$ cat config.mk
export PLATFORM = sky130hd
export DESIGN_NAME = debounce_fsm
export DESIGN_NICKNAME = d
export VERILOG_FILES = /design/src/rtl/debounce_pkg.sv /design/src/rtl/debounce_fsm_sync_2ff.sv /design/src/rtl/debounce_fsm.sv
export SDC_FILE = /design/constraint.sdc
export NUM_CORES = 1
export LEC_CHECK = 0
export BUFFER_PORTS_ARGS = -buffer_cell sky130_fd_sc_hd__buf_2
export CORE_AREA = 2 2 39 41
export DETAILED_ROUTE_END_ITERATION = 12
export DIE_AREA = 0 0 41 43
export MAX_ROUTING_LAYER = met4
export PLACE_DENSITY = 0.46
export SLEW_MARGIN = 10
export SYNTH_ARGS = -nofsm -noshare
export SYNTH_HDL_FRONTEND = slang
export SYNTH_HIERARCHICAL = 1
export SYNTH_SLANG_ARGS = --single-unit
$ cat constraint.sdc
create_clock -name clk -period 2.37 [get_ports clk]
set_clock_uncertainty 0.2 [all_clocks]
set_input_delay 0.1185 -clock clk [delete_from_list [all_inputs] [get_ports clk]]
set_output_delay 0.1185 -clock clk [all_outputs]
set_load 0.05 [all_outputs]
$ cat src/rtl/debounce_pkg.sv
// Shared definitions for the switch debouncer: FSM state encoding and a
// small helper that tells whether a state is qualifying a candidate change.
package debounce_pkg;

  // 2-bit state encodings; bit 1 is the stable level the state belongs to
  localparam logic [1:0] ENC_STABLE_LO = 2'b00;
  localparam logic [1:0] ENC_CHECK_HI  = 2'b01;
  localparam logic [1:0] ENC_STABLE_HI = 2'b10;
  localparam logic [1:0] ENC_CHECK_LO  = 2'b11;

  typedef enum logic [1:0] {
    STABLE_LO = ENC_STABLE_LO,
    CHECK_HI  = ENC_CHECK_HI,
    STABLE_HI = ENC_STABLE_HI,
    CHECK_LO  = ENC_CHECK_LO
  } state_t;

  // True while a candidate level change is being qualified
  function automatic logic is_check(input state_t st);
    return (st == CHECK_HI) || (st == CHECK_LO);
  endfunction

endpackage

$ cat src/rtl/debounce_fsm_sync_2ff.sv
// Generic two-flop synchronizer with a configurable reset value, used to
// bring an asynchronous pad signal into the clk domain.
module sync_2ff #(
  parameter bit RESET_VAL = 1'b0
) (
  input  logic clk,
  input  logic reset_n,
  input  logic i_d,
  output logic o_q
);

  logic r_meta;
  logic r_sync;

  // Two back-to-back flops; the first may go metastable, the second resolves it
  always_ff @(posedge clk or negedge reset_n) begin
    if (!reset_n) begin
      r_meta <= RESET_VAL;
      r_sync <= RESET_VAL;
    end else begin
      r_meta <= i_d;
      r_sync <= r_meta;
    end
  end

  assign o_q = r_sync;

endmodule

$ cat src/rtl/debounce_fsm.sv
// Switch/button debouncer. A level change on the sampled input is accepted
// only after it has been held across STABLE_TICKS consecutive ticks from the
// shared time ticker; acceptance updates db_level and pulses rise or fall.
// Build option: define DEBOUNCE_FSM_SYNC_EN to put a 2-flop synchronizer
// in front of the FSM (adds 2 cycles of input latency). Without it raw_in
// must already be synchronous to clk.
module debounce_fsm
  import debounce_pkg::*;
#(
  parameter int STABLE_TICKS = 4,
  parameter bit RESET_LEVEL  = 1'b0
) (
  input  logic clk,
  input  logic reset_n,
  input  logic tick,
  input  logic raw_in,
  output logic db_level,
  output logic rise,
  output logic fall,
  output logic busy
);

  localparam int                CNT_W       = $clog2(STABLE_TICKS + 1);
  localparam logic [CNT_W-1:0]  CNT_LAST    = CNT_W'(STABLE_TICKS - 1);
  localparam state_t            RESET_STATE = RESET_LEVEL ? STABLE_HI : STABLE_LO;

  logic             w_s;
  state_t           r_state;
  state_t           w_state_next;
  logic [CNT_W-1:0] r_cnt;
  logic [CNT_W-1:0] w_cnt_next;
  logic             r_level;
  logic             w_level_next;
  logic             r_rise;
  logic             w_rise_next;
  logic             r_fall;
  logic             w_fall_next;
  logic             r_busy;
  logic             w_busy_next;

`ifdef DEBOUNCE_FSM_SYNC_EN
  sync_2ff #(
    .RESET_VAL (RESET_LEVEL)
  ) u_sync (
    .clk     (clk),
    .reset_n (reset_n),
    .i_d     (raw_in),
    .o_q     (w_s)
  );
`else
  assign w_s = raw_in;
`endif

  // State, counter and all outputs registered together from next-state logic
  always_ff @(posedge clk or negedge reset_n) begin
    if (!reset_n) begin
      r_state <= RESET_STATE;
      r_cnt   <= '0;
      r_level <= RESET_LEVEL;
      r_rise  <= 1'b0;
      r_fall  <= 1'b0;
      r_busy  <= 1'b0;
    end else begin
      r_state <= w_state_next;
      r_cnt   <= w_cnt_next;
      r_level <= w_level_next;
      r_rise  <= w_rise_next;
      r_fall  <= w_fall_next;
      r_busy  <= w_busy_next;
    end
  end

  // Next-state logic: a mismatching input aborts before a same-cycle tick is counted
  always_comb begin
    w_state_next = r_state;
    w_cnt_next   = r_cnt;
    w_level_next = r_level;
    w_rise_next  = 1'b0;
    w_fall_next  = 1'b0;
    unique case (r_state)
      STABLE_LO: begin
        if (w_s) begin
          w_state_next = CHECK_HI;
          w_cnt_next   = '0;
        end
      end
      CHECK_HI: begin
        if (!w_s) begin
          w_state_next = STABLE_LO;
          w_cnt_next   = '0;
        end else if (tick) begin
          if (r_cnt == CNT_LAST) begin
            w_state_next = STABLE_HI;
            w_cnt_next   = '0;
            w_level_next = 1'b1;
            w_rise_next  = 1'b1;
          end else begin
            w_cnt_next = r_cnt + 1'b1;
          end
        end
      end
      STABLE_HI: begin
        if (!w_s) begin
          w_state_next = CHECK_LO;
          w_cnt_next   = '0;
        end
      end
      CHECK_LO: begin
        if (w_s) begin
          w_state_next = STABLE_HI;
          w_cnt_next   = '0;
        end else if (tick) begin
          if (r_cnt == CNT_LAST) begin
            w_state_next = STABLE_LO;
            w_cnt_next   = '0;
            w_level_next = 1'b0;
            w_fall_next  = 1'b1;
          end else begin
            w_cnt_next = r_cnt + 1'b1;
          end
        end
      end
      default: begin
        w_state_next = RESET_STATE;
        w_cnt_next   = '0;
      end
    endcase
    w_busy_next = is_check(w_state_next);
  end

  assign db_level = r_level;
  assign rise     = r_rise;
  assign fall     = r_fall;
  assign busy     = r_busy;

endmodule

==> flow_summary.ini <==
[run_status]
outcome = finished, final reports clean

[cells_and_area]
seqCellArea_um2 = 200.2
area_delta_synth_final_pct = 26.09
fin_nets = 55
fill_cells = 147
layout.cells.non_filler = 64
final_util_pct = 34.09
antenna_cells = 0
multiInputGateArea_um2 = 170.2
drive_gt1_share_pct = 25.00

[drt]
viasPerCell = 4.516
first_pass_iters = 2
wire_per_inst_um = 11.16
wl_um = 714
ant_nets = 0
remaining_drc_errors = 0
vias = 289
drt_iter0_drc = 5

[yosys]
synthCells = 36
synth.most_common_cell = dfrtp_1
synth.area.top_cells = dfrtp_1 (54%), nand2_1 (6.0%), ha_1 (3.3%)
synth_ff_type = dfrtp_1
syn-cell-area_um2 = 374.1
postSynthAreaPerCell_um2 = 10.39
ys_seq_elements = 8
synth.top_cell.area_share_pct = 53.51
synth.net_count = 41
yosysSeqAreaShare_pct = 53.51
async_reset_ff_share_pct = 100.0
synth.distinct_cells = 20
synth_edf_count = 0
yosysTopAreaCell = dfrtp_1
yosysWarnings = 6
ys_top_cells_by_count = dfrtp_1 (8), nand2_1 (6)

[grt]
grt_use_total_pct = 11.56
grt_pass1_wl_um = 1290
grt_max_degree = 9
grt_pass1_vias = 320
grt.overflow.total = 0
antenna_found_initial = 0

[worst_setup_path]
reg2reg_to = db_level$_DFFE_PN0P_
crit_type = flip-flop to flip-flop
worstPathMaxFanout = 4
rrSetupSlack_ns = 0.78
r2r-start = r_cnt[0]$_DFFE_PN0P_
crit_path_start_kind = flip-flop
crit_arrival_ns = 1.53
rr_worst_depth = 4
cp.required_ns = 2.30
cp-end-kind = flip-flop

[timing]
fmax_mhz = 627.3
fin_crit_sh_pct = 67.26
setup_viol = 0
tns_ns = 0
rsz0062_at_grt = no
maxSlewHeadroom_pct = 81.32
hold_violations = 0
holdWs_ns = 0.02764
worstMarginPinSlew_ns = 0.2781
setup_ws_ns = 0.7760
period_needed_ns = 1.594
maxSlewViolCount = 0

[clock_tree]
insertion_delay_ns = 0.25
ctsResizeCount = 0
cts.htree.levels = 1
cts_setup_buffers = 0
cts_buffer_depth = 2
cts_sinks = 8
clkSlewWorstSetupHoldPaths_ns = 0.06
root_buffer = clkbuf_4
cts_buffers = 3
cts_hold_buf = 2
cts_tree = yes

[die]
die_h_um = 43
coreArea_um2 = 1384
num_rows = 14
die_x_um = 41
initial_core_util_pct = 27.03
dieArea_um2 = 1763
io_pins = 8

[power_and_ir_drop]
pwr-share-seq_pct = 48.2
powerDensity_nw_per_um2 = 722.1
p_switching_mw = 0.1059
worst_ir_drop_vdd_uv = 324.3
swShare_pct = 31.10
clockPowerShare_pct = 30.7
combinationalPowerShare_pct = 21.1
p_leak_nw = 0.2299
power.internal_mw = 0.2347

[place]
portBuffers = 7
dp_cells = 59
hpwl_um = 543.1
gp_congestion = 0.7305
place_ws_ns = 0.7690

[hold_path]
hold_class = input port to async pin

[job]
cap_violations = 0
==> logic make-up after synthesis <==
logic type	Yosys count	share of synthesized area, %
xor+xnor	2	4.683
fa+ha+maj	1	3.344
mux	1	2.676
flops	8	53.51
compound gates	6	9.364
simple gates	17	25.42
buf+inv	1	1.002
==> sequential cells by signal (all words and copies together), names as in the netlist <==
signal / cells
rise: 1
r_state: 2
db_level: 1
fall: 1
r_cnt: 3
==> critical path, cell delays in order, from the launching register on <==
cell and delay (ns):
dfrtp_1 0.40, ha_1 0.25, and4b_2 0.25, and3_2 0.22
nand3b_1 0.15
==> cell type report <==
| type | instances | area share (%) |
|---|---|---|
| sequential | 8 | 42.44 |
| multi-input combinational | 27 | 36.07 |
| timing repair buffer | 9 | 11.67 |
| clock buffer | 3 | 4.775 |
| tap | 16 | 4.244 |
| inverter | 1 | 0.7958 |
==> through the flow <==
step | power, mW | cell area, um2
global route | 0.3674 | 471.7
detailed placement | 0.2366 | 429.2
finish | 0.3406 | 471.7
floorplan | 0.2140 | 374.1
global placement | 0.2329 | 429.2
CTS | 0.3459 | 471.7
==> worst max-delay path by stage <==
stage	start	end	slack (ns)	cells after the start
after floorplan	r_state[0]$_DFF_PN0_	db_level$_DFFE_PN0P_	0.75	3
after global placement	r_cnt[0]$_DFFE_PN0P_	db_level$_DFFE_PN0P_	0.81	4
after detailed placement	r_cnt[0]$_DFFE_PN0P_	db_level$_DFFE_PN0P_	0.77	4
after CTS	r_cnt[0]$_DFFE_PN0P_	db_level$_DFFE_PN0P_	0.76	4
after global routing	r_cnt[0]$_DFFE_PN0P_	db_level$_DFFE_PN0P_	0.68	4
final	r_cnt[0]$_DFFE_PN0P_	db_level$_DFFE_PN0P_	0.78	4
==> layout by cell type, fill, tap and decap left out <==
| cell | n |
|---|---|
| a21oi_1 | 1 |
| and3_1 | 1 |
| and3_2 | 1 |
| and4b_2 | 1 |
| buf_2 | 7 |
| clkbuf_4 | 3 |
| dfrtp_1 | 8 |
| dlygate4sd3_1 | 2 |
| ha_1 | 1 |
| inv_1 | 1 |
| mux2i_1 | 1 |
| nand2_1 | 6 |
| nand2b_1 | 1 |
| nand3b_1 | 1 |
| nand4b_1 | 1 |
| nor2_1 | 2 |
| nor2b_1 | 2 |
| nor3_1 | 1 |
| o21a_1 | 1 |
| o21ai_0 | 2 |
| o22ai_1 | 2 |
| xnor2_1 | 1 |
| xor2_1 | 1 |
==> per-layer routing <==
layer,up-vias,share of wire (%),track usage (%)
met5,-,0,-
met4,0,0.98,10.00
met3,2,4.6,1.571
met2,4,51,16.56
met1,133,43,13.38
li1,150,-,-
==> power groups by stage <==
stage               clock (mW)  sequential, mW  combinational, mW
global route             0.122           0.167             0.0784
detailed placement           0           0.167             0.0697
global placement             0           0.166             0.0666
CTS                      0.109           0.165             0.0726
floorplan                    0           0.178             0.0361
finish                   0.105           0.164             0.0719
No activity file was read; power rests on OpenSTA's default activity.
